**src/rtl/mult4_pkg.sv**
```systemverilog
// Shared definitions for the sequential shift-and-add multiplier.
package mult4_pkg;

  // Default operand width; also the adder width and the iteration count.
  localparam int N_DEFAULT = 4;

  // Controller state encoding. The unused code 2'd3 is steered back to IDLE.
  typedef enum logic [1:0] {
    IDLE = 2'd0,
    RUN  = 2'd1,
    DONE = 2'd2
  } state_t;

  // Width of the iteration counter. The extra bit leaves headroom above N-1.
  function automatic int cnt_width(input int n);
    return $clog2(n) + 1;
  endfunction

endpackage

```
**src/rtl/mult4_seq_add_rc.sv**
```systemverilog
// Parameterised N-bit ripple-carry adder built from a chain of full adders.
module add_rc #(
  parameter int N = 4
) (
  input  logic [N-1:0] x,
  input  logic [N-1:0] y,
  input  logic         cin,
  output logic [N-1:0] sum,
  output logic         cout
);

  logic [N:0] w_carry;

  assign w_carry[0] = cin;

  for (genvar i = 0; i < N; i++) begin : g_fa
    // One full adder: sum bit and carry into the next stage.
    always_comb begin
      sum[i]       = x[i] ^ y[i] ^ w_carry[i];
      w_carry[i+1] = (x[i] & y[i]) | (w_carry[i] & (x[i] ^ y[i]));
    end
  end

  assign cout = w_carry[N];

endmodule

```
**src/rtl/mult4_seq.sv**
```systemverilog
// Shift-and-add multiplier controller: one shared N-bit adder, N iterations,
// start/busy/done handshake, registered 2N-bit product.
module mult4_seq
  import mult4_pkg::*;
#(
  parameter int N = N_DEFAULT
) (
  input  logic           CLOCK_50,
  input  logic           Reset,
  input  logic           start,
  input  logic [N-1:0]   a,
  input  logic [N-1:0]   b,
  output logic           busy,
  output logic           done,
  output logic [2*N-1:0] product
);

  localparam int CW = cnt_width(N);

  state_t          r_state;
  state_t          w_state_next;
  logic [N-1:0]    r_areg;
  logic [2*N-1:0]  r_p;
  logic [CW-1:0]   r_cnt;
  logic            r_busy;
  logic            r_done;
  logic [2*N-1:0]  r_product;

  logic [N-1:0]    w_y;
  logic [N-1:0]    w_sum;
  logic            w_cout;
  logic [2*N-1:0]  w_p_next;
  logic            w_last;

  // Add the multiplicand only when the current multiplier bit is set; the
  // adder still runs (adding zero) on every RUN cycle.
  assign w_y      = r_p[0] ? r_areg : '0;
  assign w_p_next = {w_cout, w_sum, r_p[N-1:1]};
  assign w_last   = (r_cnt == CW'(N - 1));

  add_rc #(.N(N)) u_add (
    .x    (r_p[2*N-1:N]),
    .y    (w_y),
    .cin  (1'b0),
    .sum  (w_sum),
    .cout (w_cout)
  );

  // State register; reset is synchronous and overrides any operation.
  // NOTE: sequential state uses non-blocking (<=) so every register samples
  // pre-edge values, regardless of statement order.
  always_ff @(posedge CLOCK_50) begin
    if (Reset) r_state <= IDLE;
    else       r_state <= w_state_next;
  end

  // Next-state logic.
  // NOTE: the default assignment first means every path drives w_state_next,
  // so no latch is inferred.
  always_comb begin
    w_state_next = r_state;
    case (r_state)
      IDLE:    if (start) w_state_next = RUN;
      RUN:     if (w_last) w_state_next = DONE;
      DONE:    w_state_next = IDLE;
      default: w_state_next = IDLE;
    endcase
  end

  // Datapath and output registers: capture, iterate, publish the product.
  always_ff @(posedge CLOCK_50) begin
    if (Reset) begin
      r_areg    <= '0;
      r_p       <= '0;
      r_cnt     <= '0;
      r_busy    <= 1'b0;
      r_done    <= 1'b0;
      r_product <= '0;
    end else begin
      case (r_state)
        IDLE: begin
          if (start) begin
            r_areg <= a;
            r_p    <= {{N{1'b0}}, b};
            r_cnt  <= '0;
            r_busy <= 1'b1;
          end
        end
        RUN: begin
          r_p   <= w_p_next;
          r_cnt <= r_cnt + 1'b1;
          if (w_last) begin
            r_product <= w_p_next;
            r_done    <= 1'b1;
          end
        end
        DONE: begin
          r_done <= 1'b0;
          r_busy <= 1'b0;
        end
        default: begin
          r_done <= 1'b0;
          r_busy <= 1'b0;
        end
      endcase
    end
  end

  assign busy    = r_busy;
  assign done    = r_done;
  assign product = r_product;

endmodule

```
**config.mk**
```make
export PLATFORM = sky130hd
export DESIGN_NAME = mult4_seq
export DESIGN_NICKNAME = d
export VERILOG_FILES = /design/src/rtl/mult4_pkg.sv /design/src/rtl/mult4_seq_add_rc.sv /design/src/rtl/mult4_seq.sv
export SDC_FILE = /design/constraint.sdc
export NUM_CORES = 1
export LEC_CHECK = 0
export CORE_MARGIN = 1
export CORE_UTILIZATION = 40
export DETAILED_ROUTE_END_ITERATION = 16
export GPL_ROUTABILITY_DRIVEN = 0
export PLACE_DENSITY = 0.68
export SYNTH_ARGS = -nofsm -noshare
export SYNTH_HDL_FRONTEND = slang
export SYNTH_HIERARCHICAL = 1
export SYNTH_SLANG_ARGS = --single-unit
```
**constraint.sdc**
```tcl
create_clock -name CLOCK_50 -period 4.5 [get_ports CLOCK_50]
set_clock_uncertainty 0.1 [all_clocks]
set_input_delay 0.9 -clock CLOCK_50 [delete_from_list [all_inputs] [get_ports CLOCK_50]]
set_output_delay 0.9 -clock CLOCK_50 [all_outputs]
set_load 0.03 [all_outputs]
```
; After elaboration in Yosys (flattened, before gate mapping)
; Index checks and enable logic that the tools add are counted.
[classes]
addsub = 1
n_eq_ne = 4
muxes = 12
bitwise_logic = 19
n_reduce_logical = 8
[op_table]
columns = cell, n
row1 = 8-bit case mux with 2 select lines, 1
row2 = 2-bit AND reduction, 6
row3 = 8-bit 2-to-1 mux, 1
row4 = 1-bit bitwise AND, 7
row5 = 1-bit XOR, 7
row6 = 3-bit case mux with 2 select lines, 1
row7 = 2-bit 2-to-1 mux, 2
row8 = 4-bit 2-to-1 mux, 1
row9 = "2-bit inequality test, second input constant", 2
row10 = 1-bit case mux with 2 select lines, 2
row11 = 2-bit case mux with 2 select lines, 1
row12 = "3-bit by 1-bit adder with 3-bit output, second input constant", 1
row13 = "3-bit by 2-bit equality test with 1-bit output, second input constant", 1
row14 = 3-bit 2-to-1 mux, 1
row15 = 1-bit bitwise OR, 3
row16 = "2-bit by 1-bit equality test with 1-bit output, second input constant", 1
row17 = 2-bit logical NOT, 1
row18 = 1-bit 2-to-1 mux, 2
row19 = 1-bit inverter, 2
row20 = 2-bit nonzero test, 1
[word_totals]
register_bits = 27
in_bits = 11
out_inout_bits = 10
word_cells = 51

; Depth between registers and ports, before layout
[depth]
depth_word = 9
depth_mapped = 11
depth_no_buf = 11

; Modules after synthesis
; The synthesis kept the hierarchy.
[modules_own_cells]
columns = module, n_inst, cells_each, area_per_inst_um2, seq_area_each_um2
row1 = mult4_seq, 1, 116, 1076.0, 540.5
row2 = add_rc, 1, 14, 117.6, 0.0

; Worst setup path before layout
; No wires, ideal clock.
[synth_path]
path_type = reg2reg
from = register r_p[0]
to = register r_product[6] (netlist: product[6])
setup_time_ps = 70
t_arrival_ps = 2140
required_time_ps = 4330
path_slack_ps = 2189
stages_incl_launch_ff = 12
n_path_buf = 0
synth_period_minus_slack_ps = 2311
path_cell_list = dfxtp_1 and2_1 fa_1 inv_1 fa_1 inv_1 fa_1 inv_1 fa_1 inv_1 nand2_1 a21oi_1
[synth_via]
elab_chain_len = 7
elab_cells_between_ends = 12
cone_classes = mux: 1 / bitwise: 11
[synth_lines]
columns = item, line_no
row1 = "start, declared", mult4_seq.sv:23  ; logic [2*N-1:0] r_p;
row2 = "start signal, assigned", mult4_seq.sv:84  ; r_p <= {{N{1'b0}}, b};
row3 = "start signal, assigned", mult4_seq.sv:90  ; r_p <= w_p_next;
row4 = 4-bit 2-to-1 mux, mult4_seq.sv:37  ; assign w_y = r_p[0] ? r_areg : '0;
row5 = via w_y[0], mult4_seq.sv:29  ; logic [N-1:0] w_y;
row6 = 1-bit bitwise AND (2 in series), mult4_seq_add_rc.sv:20  ; w_carry[i+1] = (x[i] & y[i]) | (w_carry[i] & (x[i] ^ y[i]));
row7 = 1-bit bitwise OR, mult4_seq_add_rc.sv:20
row8 = 1-bit bitwise AND, mult4_seq_add_rc.sv:20
row9 = 1-bit bitwise OR, mult4_seq_add_rc.sv:20
row10 = 1-bit XOR, mult4_seq_add_rc.sv:19  ; sum[i] = x[i] ^ y[i] ^ w_carry[i];
row11 = via w_sum[3], mult4_seq.sv:30  ; logic [N-1:0] w_sum;
row12 = "end signal, assigned", mult4_seq.sv:93  ; r_product <= w_p_next;
row13 = "end, declared", mult4_seq.sv:27  ; logic [2*N-1:0] r_product;
; The timed path passes the listed nets, and every way through them passes these cells.
; A chain may end at the register's enable or synchronous reset.

; Worst setup path after layout
; Same ends and word-level chain as after synthesis.

==> impl_metrics.json <==
{
  "outcome": "finished, final reports clean",
  "crit_family": "adder cells",
  "cts_tree": "built",
  "mostFrequentLayoutCell": "dfxtp_1",
  "cellLeakagePower_nw": 0.546,
  "hold_depth": 2,
  "path_buf_inv": 4,
  "final_util_pct": 50.7,
  "hold_start": "product[6]$_SDFFE_PP0P_",
  "rsz0062_at_grt": "false",
  "grt_pass1_vias": 854,
  "synthAdderAreaFrac_pct": 8.81,
  "clk_pin_slew_ns": 0.14,
  "grt_start_max_net_pins": 28,
  "holdCritPathClass": "reg2reg",
  "report.final.slew_viol_count": 0,
  "cts-htree-levels": 1,
  "cts_sinks": 27,
  "setup_viol": 0,
  "stdcell_area_um2": 1410,
  "maxCapViolCount": 0,
  "synthMuxAreaShare_pct": 7.55,
  "drc_errors": 0,
  "holdPathEnd": "product[6]$_SDFFE_PP0P_",
  "drtIter0Drc": 11,
  "drt-wirelength-per-cell_um": 11.8,
  "r2r-start": "r_p[0]$_SDFFE_PP0P_",
  "cp.arrival_ns": 2.62,
  "hold_buffers": 0,
  "yosys_warnings": 6,
  "dp_worst_setup_slack_ns": 2.07,
  "timing.fmax_mhz": 405,
  "cp-end-kind": "flop",
  "peakVddDrop_uv": 223,
  "firstDrtPassIters": 4,
  "core_um2": 2780,
  "fp.dieW_um": 56.6,
  "slowest_delay_ns": 0.40,
  "postCtsSetupRepairBufs": 0,
  "ant_nets": 0,
  "crit_fanout": 5,
  "rows": 19,
  "pin_count": 21,
  "worst_slew_pin_slew_ns": 0.952,
  "setup_slack_ns": 2.03,
  "hpwl_mm": 1.50,
  "synth.top_cell.area_share_pct": 45.3,
  "layout_common_cells": "dfxtp_1, clkdlybuf4s50_1, nor2_1",
  "fin_crit_sh_pct": 54.9,
  "synth_cell_type_count": 24,
  "die_area_um2": 3210,
  "drive_above_1_share_pct": 3.40,
  "fp.dieH_um": 56.6,
  "synth_top_family_by_area": "simple AND/OR/NAND/NOR gates",
  "grt_pass1_wl_mm": 3.66,
  "hold_viol_final": 0,
  "grt_usage_pct": 14.8,
  "num_vias": 887,
  "synth_compound_area_share_pct": 11.9,
  "fin_tns_setup_ns": 0,
  "grt-ovfl-total": 0,
  "clk_latency_ns": 0.33,
  "p_per_area_nw_per_um2": 288,
  "synth_xor_area_share_pct": 0,
  "ctsResizeCount": 0,
  "io_buffer_count": 20,
  "synth_cells": 130,
  "path_class": "reg2reg",
  "rr_endpoint": "product[6]$_SDFFE_PP0P_",
  "cp_slowest_cell": "fa_1",
  "cp-start-kind": "flop",
  "root_buffer": "clkbuf_4",
  "cts-buffers-inserted": 3,
  "fin_nets": 165,
  "netlist_top_cells_area": "dfxtp_1, mux2i_1, fa_1, nor2_1, nand2_1",
  "placed_area_um2": 1380,
  "clockBufferDepth": 2,
  "avgSynthCellArea_um2": 9.18,
  "r2r_cells": 11,
  "maxSlewHeadroom_pct": 36.3,
  "grt_antenna_before_repair": 0,
  "crit_cells": 11,
  "area_growth_syn_to_layout_pct": 18.0,
  "synth-seq-cells": 27,
  "yosysSeqAreaShare_pct": 45.3,
  "synth-simple-area-share_pct": 17.8,
  "drt-total-wl_mm": 2.10,
  "r2r_setup_slack_ns": 2.03,
  "start_util_pct": 42.9,
  "period_needed_ns": 2.47,
  "vias_per_cell": 4.98,
  "crit_chain": "and2_1, fa_1, inv_1, fa_1, inv_1, fa_1, inv_1, fa_1, inv_1, nand2_1, a21oi_1",
  "cp_data_required_time_ns": 4.65,
  "syn_nets": 147,
  "n_antenna_cell": 0,
  "syn-cell-area_um2": 1190,
  "synth_top_area_cell": "dfxtp_1"
}
## cell type report
cell class / instances / area (um^2)
clock buffer: 4 / 26.3
fill: 276 / 1370
inverter: 13 / 48.8
multi-input combinational: 83 / 554
sequential: 27 / 541
tap: 31 / 38.8
timing repair buffer: 20 / 200
## cell families (layout without fill, tap and decap cells)
family | after synthesis | after routing
simple gates | 45 | 45
flops | 27 | 27
compound gates | 22 | 22
buf+inv | 20 | 37
mux | 9 | 9
fa+ha+maj | 6 | 6
other cells | 1 | 1
## report_power, final
part | leakage, nW | total [mW] | switching [mW] | internal (mW)
clock network | 0.0150 | 0.105 | 0.0703 | 0.0348
registers | 0.220 | 0.256 | 0.00854 | 0.248
logic | 0.311 | 0.0446 | 0.0219 | 0.0228
## layer usage
layer  vias to the layer above  part of all wire, %  global-route usage (%)
li1                        451                    -                       -
met1                       413                   46                    18.3
met2                        19                   47                    24.0
met3                         4                  5.5                    5.07
met4                         0                  1.0                    4.88
met5                         -                    0                       0
## cells in the mapped netlist, drive strengths merged
| cell | instances |
|---|---|
| mux2i | 9 |
| o21bai | 1 |
| nor3 | 3 |
| a22oi | 6 |
| ha | 2 |
| and2 | 4 |
| o21ba | 1 |
| nor2b | 1 |
| fa | 4 |
| nor2 | 17 |
| conb | 1 |
| buf | 5 |
| nand2 | 16 |
| nand3b | 1 |
| nor3b | 1 |
| dfxtp | 27 |
| a21oi | 10 |
| inv | 13 |
| and3b | 1 |
| and2b | 1 |
| a211oi | 4 |
| clkbuf | 2 |
## worst max path at each step
stage | slack (ns) | start | to
4_1_cts | 2.03 | r_p[0]$_SDFFE_PP0P_ | product[6]$_SDFFE_PP0P_
3_3_place_gp | 2.11 | Reset | r_p[0]$_SDFFE_PP0P_
6_report | 2.03 | r_p[0]$_SDFFE_PP0P_ | product[6]$_SDFFE_PP0P_
5_1_grt | 1.89 | r_p[0]$_SDFFE_PP0P_ | r_p[6]$_SDFFE_PP0P_
2_1_floorplan | 2.19 | r_p[0]$_SDFFE_PP0P_ | product[6]$_SDFFE_PP0P_
3_5_place_dp | 2.07 | r_p[0]$_SDFFE_PP0P_ | product[6]$_SDFFE_PP0P_
## through the flow
step,instances,total power [mW],hold slack (ns)
floorplan,130,0.292,0.345
CTS,178,0.409,0.370
global placement,174,0.305,0.347
global route,178,0.427,0.384
finish,178,0.406,0.368
detailed placement,174,0.306,0.351
## sequential cells by signal (all words and copies together), names as in the netlist
register  count
r_cnt         3
done          1
product       8
busy          1
r_p           8
r_state       2
r_areg        4
## worst reg2reg max path: stages (launching register included)
cell and delay [ns]:
dfxtp_1 0.36, and2_1 0.18, fa_1 0.40, inv_1 0.07
fa_1 0.15, inv_1 0.05, fa_1 0.35, inv_1 0.07
fa_1 0.40, inv_1 0.08, nand2_1 0.05, a21oi_1 0.11
Note: power is estimated with default switching activity, not from simulation.
